<file path="config.mk">
export PLATFORM = sky130hd
export DESIGN_NAME = pipelined_slice_adder
export DESIGN_NICKNAME = d
export VERILOG_FILES = /design/src/rtl/adder_pkg.sv /design/src/rtl/add_slice_stage.sv /design/src/rtl/pipelined_slice_adder.sv
export SDC_FILE = /design/constraint.sdc
export NUM_CORES = 1
export LEC_CHECK = 0
export CORE_UTILIZATION = 42
export CTS_CLUSTER_SIZE = 14
export DETAILED_ROUTE_END_ITERATION = 16
export PLACE_DENSITY = 0.71
export REMOVE_ABC_BUFFERS = 1
export SETUP_SLACK_MARGIN = 0.4
export SYNTH_ARGS = -nofsm -noshare
export SYNTH_HDL_FRONTEND = slang
export SYNTH_SLANG_ARGS = --single-unit
</file>
<file path="constraint.sdc">
create_clock -name clk -period 1.5 [get_ports clk]
set_input_delay 0.3 -clock clk [delete_from_list [all_inputs] [get_ports clk]]
set_output_delay 0.3 -clock clk [all_outputs]
set_load 0.005 [all_outputs]
</file>
<file path="src/rtl/adder_pkg.sv">
// Shared constants and helpers for the sliced pipelined adder.
package adder_pkg;

   localparam int unsigned DEFAULT_WIDTH  = 4;
   localparam int unsigned DEFAULT_STAGES = 2;

   // Width of a counter that must represent 0..stages inclusive.
   function automatic int unsigned clog2_occ(input int unsigned stages);
      return (stages < 1) ? 1 : $clog2(stages + 1);
   endfunction

endpackage

</file>
<file path="src/rtl/add_slice_stage.sv">
// One pipeline slice: adds slice IDX of the carried operands plus the incoming
// carry, and holds the result with a valid bit under local advance control.
module add_slice_stage
   import adder_pkg::*;
#(
   parameter int unsigned WIDTH = DEFAULT_WIDTH,
   parameter int unsigned SW    = DEFAULT_WIDTH / DEFAULT_STAGES,
   parameter int unsigned IDX   = 0
) (
   input  logic             clk,
   input  logic             rst_n,
   input  logic             up_valid_i,
   input  logic [WIDTH-1:0] up_a_i,
   input  logic [WIDTH-1:0] up_b_i,
   input  logic [WIDTH-1:0] up_part_i,
   input  logic             up_carry_i,
   input  logic             dn_ready_i,
   output logic             ready_o,
   output logic             valid_o,
   output logic [WIDTH-1:0] a_o,
   output logic [WIDTH-1:0] b_o,
   output logic [WIDTH-1:0] part_o,
   output logic             carry_o
);

   logic             valid_q;
   logic [WIDTH-1:0] a_q, b_q, part_q, part_d;
   logic             carry_q;
   logic [SW:0]      slice_sum;

   // Bubble-collapsing: an empty stage always loads, a full one only when drained.
   assign ready_o = !valid_q || dn_ready_i;

   always_comb begin
      slice_sum = {1'b0, up_a_i[IDX*SW +: SW]} + {1'b0, up_b_i[IDX*SW +: SW]}
                + {{SW{1'b0}}, up_carry_i};
      part_d = up_part_i;
      part_d[IDX*SW +: SW] = slice_sum[SW-1:0];
   end

   always_ff @(posedge clk or negedge rst_n) begin
      if (!rst_n) begin
         valid_q <= 1'b0;
         a_q     <= '0;
         b_q     <= '0;
         part_q  <= '0;
         carry_q <= 1'b0;
      end else if (ready_o) begin
         valid_q <= up_valid_i;
         if (up_valid_i) begin
            a_q     <= up_a_i;
            b_q     <= up_b_i;
            part_q  <= part_d;
            carry_q <= slice_sum[SW];
         end
      end
   end

   assign valid_o = valid_q;
   assign a_o     = a_q;
   assign b_o     = b_q;
   assign part_o  = part_q;
   assign carry_o = carry_q;

endmodule

</file>
<file path="src/rtl/pipelined_slice_adder.sv">
// WIDTH-bit adder with carry-in, carry chain split over STAGES registered
// slices, valid/ready on both sides and a registered occupancy count.
module pipelined_slice_adder
   import adder_pkg::*;
#(
   parameter int unsigned WIDTH  = DEFAULT_WIDTH,
   parameter int unsigned STAGES = DEFAULT_STAGES
) (
   input  logic                            clk,
   input  logic                            rst_n,
   input  logic                            in_valid,
   output logic                            in_ready,
   input  logic [WIDTH-1:0]                a,
   input  logic [WIDTH-1:0]                b,
   input  logic                            cin,
   output logic                            out_valid,
   input  logic                            out_ready,
   output logic [WIDTH:0]                  sum,
   output logic [clog2_occ(STAGES)-1:0]    occupancy
);

   localparam int unsigned SW = WIDTH / STAGES;
   localparam int unsigned OW = clog2_occ(STAGES);

   if (STAGES < 1 || (WIDTH % STAGES) != 0) begin : g_bad_params
      $error("pipelined_slice_adder: WIDTH must be a multiple of STAGES and STAGES >= 1");
   end

   // Element k is the input of stage k; element STAGES is the final stage output.
   logic [STAGES:0]  vld, carry, rdy;
   logic [WIDTH-1:0] part [STAGES+1];
   logic [WIDTH-1:0] op_a [STAGES];
   logic [WIDTH-1:0] op_b [STAGES];

   assign vld[0]      = in_valid;
   assign carry[0]    = cin;
   assign part[0]     = '0;
   assign op_a[0]     = a;
   assign op_b[0]     = b;
   assign rdy[STAGES] = out_ready;

   for (genvar k = 0; k < STAGES; k++) begin : g_stage
      logic [WIDTH-1:0] pass_a, pass_b;

      add_slice_stage #(
         .WIDTH (WIDTH),
         .SW    (SW),
         .IDX   (k)
      ) u_stage (
         .clk        (clk),
         .rst_n      (rst_n),
         .up_valid_i (vld[k]),
         .up_a_i     (op_a[k]),
         .up_b_i     (op_b[k]),
         .up_part_i  (part[k]),
         .up_carry_i (carry[k]),
         .dn_ready_i (rdy[k+1]),
         .ready_o    (rdy[k]),
         .valid_o    (vld[k+1]),
         .a_o        (pass_a),
         .b_o        (pass_b),
         .part_o     (part[k+1]),
         .carry_o    (carry[k+1])
      );

      if (k < STAGES - 1) begin : g_fwd
         assign op_a[k+1] = pass_a;
         assign op_b[k+1] = pass_b;
      end else begin : g_tail
         logic unused_ops;
         assign unused_ops = ^{pass_a, pass_b};
      end
   end

   assign in_ready  = rdy[0];
   assign out_valid = vld[STAGES];
   assign sum       = out_valid ? {carry[STAGES], part[STAGES]} : '0;

   logic          in_fire, out_fire;
   logic [OW-1:0] occ_q, occ_d;

   assign in_fire  = in_valid && in_ready;
   assign out_fire = out_valid && out_ready;

   always_comb begin
      occ_d = occ_q;
      if (in_fire && !out_fire)
         occ_d = occ_q + OW'(1);
      else if (!in_fire && out_fire)
         occ_d = occ_q - OW'(1);
   end

   always_ff @(posedge clk or negedge rst_n) begin
      if (!rst_n)
         occ_q <= '0;
      else
         occ_q <= occ_d;
   end

   assign occupancy = occ_q;

endmodule
</file>
* Word level (Yosys, flattened, before mapping)
Index checks and enable logic that the tools add are counted.
** Storage, ports and cells
- Output and inout port bits :: 9
- Word-level logic and storage cells :: 31
- Register bits after elaboration :: 20
- Input bits :: 13
** Operators by class
- Reduce and logical (&&, ||, !) cells :: 13
- Add/sub/neg operators :: 6
- Multiplexer cells :: 3
** Operator list (number)
- $add 2x2->3 :: 2
- $add 3x1->3 :: 2
- $mux 5 :: 1
- $logic_and 1x1->1 :: 4
- $logic_not 1->1 :: 4
- $mux 2 :: 2
- $reduce_and 2->1 :: 2
- $add 2x1->2 const B :: 1
- $logic_or 1x1->1 :: 2
- $reduce_bool 2->1 :: 1
- $sub 2x1->2 const B :: 1

* Longest topological paths before layout
Gate-level depths: netlist of the first run.
- Word-level depth :: 8
- Gate-level depth with buffers :: 7
- Gate-level depth less buffers :: 7

* Modules after synthesis
A second synthesis of the first run with hierarchy kept.
** Unflattened totals
- Cells, all modules :: 97
- Area, all modules :: 1406.3 µm²
** By module, submodules not included
- add_slice_stage :: seq. area each 350.3 µm², area each 634.4 µm², times used 2, cells an instance 41
- pipelined_slice_adder :: seq. area each 50.0 µm², area each 137.6 µm², times used 1, cells an instance 15

* Worst setup path after synthesis of the first run
OpenSTA, ideal clock, no wires.
- Kind :: register to register
- Start point :: register g_stage[0].u_stage.a_q[2]
- End point :: register g_stage[1].u_stage.part_q[3]
- Library setup time :: 0.137 ns
- Data arrival time :: 1.339 ns
- Required time :: 1.363 ns
- Period minus slack after synthesis :: 1.476 ns
- Path buffers :: 0
- Slack :: 0.024 ns
- Stages on the path, launching flop included :: 5
- Cells stage by stage :: dfrtp_1 inv_1 fa_1 fa_1 a31oi_1
** On the way
- Longest elaborated chain between the ends :: 2
** RTL lines
- start: declaration :: line add_slice_stage.sv:27 : logic [WIDTH-1:0] a_q, b_q, part_q, part_d;
- start signal: assignment :: line add_slice_stage.sv:51 : a_q <= up_a_i;
- $add 2x2->3 :: line add_slice_stage.sv:35 : slice_sum = {1'b0, up_a_i[IDX*SW +: SW]} + {1'b0, up_b_i[IDX*SW +: SW]}
- $add 3x1->3 :: line add_slice_stage.sv:36 : + {{SW{1'b0}}, up_carry_i};
- end signal: assignment :: line add_slice_stage.sv:53 : part_q <= part_d;
- end: declaration :: line add_slice_stage.sv:27
No other way between the ends.
A chain may end at the register's enable or synchronous reset.

* Worst setup path after layout of the first run
- Start point :: register g_stage[0].u_stage.b_q[2]
- End point :: register g_stage[1].u_stage.part_q[3]
** On the way
- Longest elaborated chain between the ends :: 2
** RTL lines
- start: declaration :: line add_slice_stage.sv:27
- start signal: assignment :: line add_slice_stage.sv:52 : b_q <= up_b_i;
- $add 2x2->3 :: line add_slice_stage.sv:35
- $add 3x1->3 :: line add_slice_stage.sv:36
No other way between the ends.

==> reports/qor.csv, run 1 <==
metric,value,unit
status,completed,
Fillers,121,
Pwr Total,1440,uW
Worst path max stage delay,490,ps
ratio of cells with drive above 1 in the final layout,0.467,
Tot GR Track Use,0.163,
Multi-input gate area,414,sq um
"commonest cells after routing, fill and taps aside","15 x dfrtp_1, 12 x buf_4, 9 x inv_1, 9 x clkdlybuf4s50_1, 9 x buf_2",
Final Skew,3.01,ps
Fmax achieved,674,MHz
post-route ant nets,0,
post-synth cell types,20,
sw frac,0.287,
min-delay worst type,in2async,
"Critical Path, Cell by Cell","inv_2, fa_2, fa_1, a31oi_1",
DR vias/cell,4.40,
Worst setup SP type,flop,
CTS max path bufs,2,
Yosys reg bits,16,
Critical-path top delay cell,fa_1,
clk sinks,16,
"most common cell after layout, fill and taps aside",dfrtp_1,
Routed WL,1410,um
data arrival time of the worst path,1660,ps
Critical Path End Type,flop,
H-tree levels,1,
P_int,1030,uW
drt wl/cell,10.9,um
Max Cap Viol,0,
Crit Path Class,reg2reg,
Initial Utilization,0.461,
grt ovf,0,
Post-Synthesis Cells,65,
first-pass GRT wire length,2370,um
crit-path max FO,2,
WP data required,1680,ps
Synth Cell Area,822,sq um
"Hold Vio Cnt, Final",0,
slew margin rel.,0.849,
1st-iter DRT viols,0,
DRC viols,0,
Final HPWL DP,1070,um
Fin Setup TNS,0,ps
sequential fraction of the synthesis area,0.487,
I/O Pins,22,
cts-stage hold buffer count,0,
Peak supply drop,0.661,mV
synth-to-layout area growth,48.1,%
P_sw,413,uW
antenna fix cells,0,
DIE AREA,2140,sq um
first-pass iteration count of the detailed router,1,
vias in the first global route,577,
Core ar.,1780,sq um
hold slack,327,ps
GP Congestion,0.701,
Final Setup Violations,0,
row cnt,15,
Register Area,402,sq um
CTS tree,done,
worst slew pin tran,225,ps
Clk pwr share,0.194,
PwrDens,1180,nW/um^2
sequential group share of total power,0.429,
initial antenna violation count,0,
FF-to-FF path depth,4,
crit path time final,1480,ps
RSZ-0062 raised after global routing,true,
die height,46.2,um
YS warnings,0,
Root Buffer,clkbuf_4,
Final nets,124,
Comb pwr share,0.377,
synthesized area per cell,12.6,sq um
width of the die,46.2,um
Num CTS Buffers,3,
clock-pin slew on the worst setup and hold paths,90,ps
via count,572,
max-slew violation count,0,
Place WS,-423,ps
fin worst setup slack,17.1,ps
port buffer count,21,
Leakage,0.000613,uW
insertion delay to the later sink of the worst-skew pair,280,ps
Final Util,0.683,
final worst path period share,0.989,
largest net degree at the start of global routing,17,
==> cell usage after synthesis (all sizes together) <==
master  number  area (sq um)
dfrtp       16           400
inv         13          48.8
mux2         6          82.6
and2         5          31.3
fa           4          80.1
a21oi        3          15.0
a31oi        3          18.8
mux2i        3          30.0
nand2        3          30.0
nand2b       2          15.0
xor2         2          17.5
ha           1          12.5
nand3b       1          20.0
nor2         1          3.75
or2b         1          7.51
xnor2        1          8.76
==> per-stage QoR <==
step	cells	cell area, sq um
final	130	1220
after global routing	130	1220
after CTS	128	1190
after detailed placement	120	1130
after global placement	120	1130
after floorplan	65	822
==> state kept, by name, summed over array words and instances, names as in the netlist <==
| signal | flops |
|---|---|
| g_stage.u_stage.a_o | 2 |
| g_stage.u_stage.valid_o | 2 |
| g_stage.u_stage.carry_o | 2 |
| g_stage.u_stage.part_o | 6 |
| occupancy | 2 |
| g_stage.u_stage.b_o | 2 |
==> critical path, delay by kind of cell (launching register included) <==
family | cells | cell delay, ps
flops | 1 | 380
compound gates | 1 | 70
fa+ha+maj | 2 | 880
buf+inv | 1 | 50
==> metal layers <==
metal / part of all wire / GRT usage
met2: 0.52 / 0.273
met5: 0 / 0
met3: 0.030 / 0.0235
met4: 0.015 / 0.106
met1: 0.43 / 0.193
==> power groups by stage <==
stage	sequential (uW)	clock (uW)	combinational, uW
after floorplan	619	0	243
after global placement	627	0	490
after detailed placement	634	0	505
after CTS	615	292	519
after global routing	633	311	606
final	618	280	544
==> cell type report <==
| class | instances | area share |
|---|---|---|
| well taps | 25 | 0.0257 |
| flip-flops and latches | 16 | 0.330 |
| multi-input cells | 36 | 0.340 |
| clock buffers | 4 | 0.0298 |
| inverters | 13 | 0.0421 |
| repair buffers | 36 | 0.232 |
==> cells by family (layout without fill, tap and decap cells) <==
kind of cell,Yosys count,after routing,synth area share
AOI/OAI and AO/OA,6,6,0.0411
xor gates and xnor gates,3,3,0.0320
DFF,16,16,0.487
adders and majority gates,5,5,0.113
muxes,9,9,0.137
buffers and inverters,13,53,0.0594
and+or+nand+nor,13,13,0.131
==> path summary, 6_finish.rpt <==
path,start,endpoint,slack [ps]
setup reg to reg,g_stage[0].u_stage.b_o[2]$_DFFE_PN0P_,g_stage[1].u_stage.part_o[3]$_DFFE_PN0P_,20
hold / removal,rst_n,g_stage[0].u_stage.carry_o$_DFFE_PN0P_,330
min in group clk,cin,g_stage[0].u_stage.part_o[0]$_DFFE_PN0P_,470
max in group asynchronous,rst_n,g_stage[1].u_stage.valid_o$_DFFE_PN0P_,980
setup / recovery,g_stage[0].u_stage.b_o[2]$_DFFE_PN0P_,g_stage[1].u_stage.part_o[3]$_DFFE_PN0P_,20
hold reg to reg,g_stage[0].u_stage.part_o[1]$_DFFE_PN0P_,g_stage[1].u_stage.part_o[1]$_DFFE_PN0P_,530
==> repair_timing <==
action	4_1_cts	5_1_grt
resized for setup	55	3
setup endpoints to repair	24	24
setup buffers	4	2
pin swaps	12	5
No activity file was read; power rests on OpenSTA's default activity.
==> inputs of run 2 (changes only) <==
Settings changed: CORE_MARGIN set to 2, HOLD_SLACK_MARGIN set to 0.12.
==> run 2 against run 1 <==
Effect of this change: sequential share of layout area decreased by 1.8 points; count of clock-buffer cells in the layout fell by 1; critical path type unchanged; final area rose by 5.7%.
==> reports/qor.csv, run 2 (same netlist as run 1, synthesis figures left out) <==
metric,value,unit,change
Fin Setup TNS,0,ps,unchanged
hold slack,323,ps,-4.18 ps
Core ar.,1900,sq um,+6.7%
1st-iter DRT viols,1,,+1
status,completed,,
Pwr Total,1410,uW,-2.0%
worst slew pin tran,246,ps,+20.8 ps
post-route ant nets,0,,unchanged
max FFs per register,6,,unchanged
Clk pwr share,0.161,,-0.033
Final Setup Violations,0,,unchanged
Peak supply drop,0.610,mV,-7.6%
H-tree levels,1,,unchanged
Initial Utilization,0.432,,-0.0288
GP Congestion,0.714,,+1.8%
Comb pwr share,0.401,,+0.024
CTS tree,done,,
first-pass GRT wire length,2570,um,+8.5%
Critical Path End Type,flop,,
"commonest cells after routing, fill and taps aside","15 x dfrtp_1, 13 x buf_4, 8 x inv_1, 8 x clkdlybuf4s50_1, 7 x buf_6",,
I/O Pins,22,,unchanged
Final nets,129,,+4.0%
P_sw,416,uW,+0.77%
max-slew violation count,0,,unchanged
CTS max path bufs,2,,unchanged
clk sinks,16,,unchanged
finished layout cell area,1290,sq um,+5.7%
DRC viols,0,,unchanged
Final Skew,12.4,ps,+9.42 ps
clock-pin slew on the worst setup and hold paths,100,ps,about the same
data arrival time of the worst path,1660,ps,about the same
final worst path period share,0.996,,+0.00743
DIE AREA,2330,sq um,+8.8%
row cnt,16,,+1
RSZ-0062 raised after global routing,true,,
Root Buffer,clkbuf_4,,
die height,48.2,um,+4.3%
"CP delay by family, top",adder cells,,
"most common cell after layout, fill and taps aside",dfrtp_1,,
initial antenna violation count,0,,unchanged
"most used cell, CP",fa_2,,
Final HPWL DP,1090,um,+1.5%
Crit Path Class,reg2reg,,
via count,600,,+4.9%
sw frac,0.295,,+0.00812
Critical-path top delay cell,fa_2,,
largest net degree at the start of global routing,17,,unchanged
fin worst setup slack,5.92,ps,-11.1 ps
PwrDens,1100,nW/um^2,-7.3%
Fmax achieved,669,MHz,-0.75%
min-delay worst type,in2async,,
worst path bufs/invs,1,,unchanged
Worst path max stage delay,520,ps,+30 ps
grt ovf,0,,unchanged
drt wl/cell,11.6,um,+7.0%
WP data required,1670,ps,about the same
ratio of cells with drive above 1 in the final layout,0.495,,+0.0287
Max Cap Viol,0,,unchanged
Place WS,-431,ps,-8.14 ps
insertion delay to the later sink of the worst-skew pair,290,ps,about the same
port buffer count,21,,unchanged
sequential group share of total power,0.438,,+0.009
first-pass iteration count of the detailed router,2,,+1
width of the die,48.2,um,+4.3%
Routed WL,1580,um,+12%
DR vias/cell,4.41,,+0.27%
Leakage,0.000645,uW,+5.3%
"Hold Vio Cnt, Final",0,,unchanged
Num CTS Buffers,3,,unchanged
synth-to-layout area growth,56.5,%,
antenna fix cells,0,,unchanged
crit path time final,1490,ps,+11.1 ps
Tot GR Track Use,0.169,,+0.00549
vias in the first global route,601,,+4.2%
Area after DPL,1140,sq um,+0.88%
P_int,996,uW,-3.1%
slew margin rel.,0.835,,-0.0139
crit-path max FO,2,,unchanged
"Critical Path, Cell by Cell","inv_2, fa_2, fa_2, a31oi_1",,
Worst setup SP type,flop,,
-- run 2: what timing repair did --
action | 4_1_cts | 5_1_grt
setup buffers | 7 | 3
hold endpoints to repair | 0 | 0
resized for setup | 57 | 5
pin swaps | 12 | 4
endpoints found under the setup margin | 24 | 24
hold buffers | 0 | 0
-- run 2: worst paths after layout --
path / startpoint / endpoint / slack [ps] / cells past startpoint
hold / removal: rst_n / g_stage[0].u_stage.valid_o$_DFFE_PN0P_ / 320 / 2
setup reg to reg: g_stage[0].u_stage.carry_o$_DFFE_PN0P_ / g_stage[1].u_stage.part_o[3]$_DFFE_PN0P_ / 6 / 4
setup / recovery: g_stage[0].u_stage.carry_o$_DFFE_PN0P_ / g_stage[1].u_stage.part_o[3]$_DFFE_PN0P_ / 6 / 4
max in group asynchronous: rst_n / g_stage[1].u_stage.valid_o$_DFFE_PN0P_ / 960 / 2
hold reg to reg: occupancy[1]$_DFFE_PN0P_ / occupancy[1]$_DFFE_PN0P_ / 470 / 1
min in group clk: cin / g_stage[0].u_stage.part_o[0]$_DFFE_PN0P_ / 460 / 4
-- run 2: power groups by stage --
stage          sequential, uW  combinational, uW  clock, uW
4_1_cts                   620                544        234
3_3_place_gp              627                497          0
6_report                  619                567        227
3_5_place_dp              633                510          0
2_1_floorplan             619                243          0
5_1_grt                   635                638        247
-- run 2: worst reg2reg max path, cell delays in order (launching register included) --
cell and delay (ps):
dfrtp_1 350, inv_2 50, fa_2 390, fa_2 520, a31oi_1 70
-- run 2: metal layers --
layer | wire (um) | vias to the layer above | track usage | share of wire
met5 | 0 | - | 0 | 0
li1 | - | 293 | - | -
met1 | 665 | 285 | 0.189 | 0.42
met4 | 57 | 0 | 0.0973 | 0.036
met2 | 801 | 17 | 0.295 | 0.51
met3 | 57 | 5 | 0.0333 | 0.036
-- run 2: area by class of cell --
type	instances	area, sq um
Fill cell	133	616
Multi-Input combinational cell	36	420
Sequential cell	16	402
Timing Repair Buffer	41	357
Inverter	13	51.3
Tap cell	27	33.8
Clock buffer	3	22.5
-- run 2: metrics by stage --
stage,cells,util
final,136,0.676
after floorplan,65,-
after CTS,133,0.660
after detailed placement,123,0.600
after global routing,136,0.676
after global placement,123,0.600
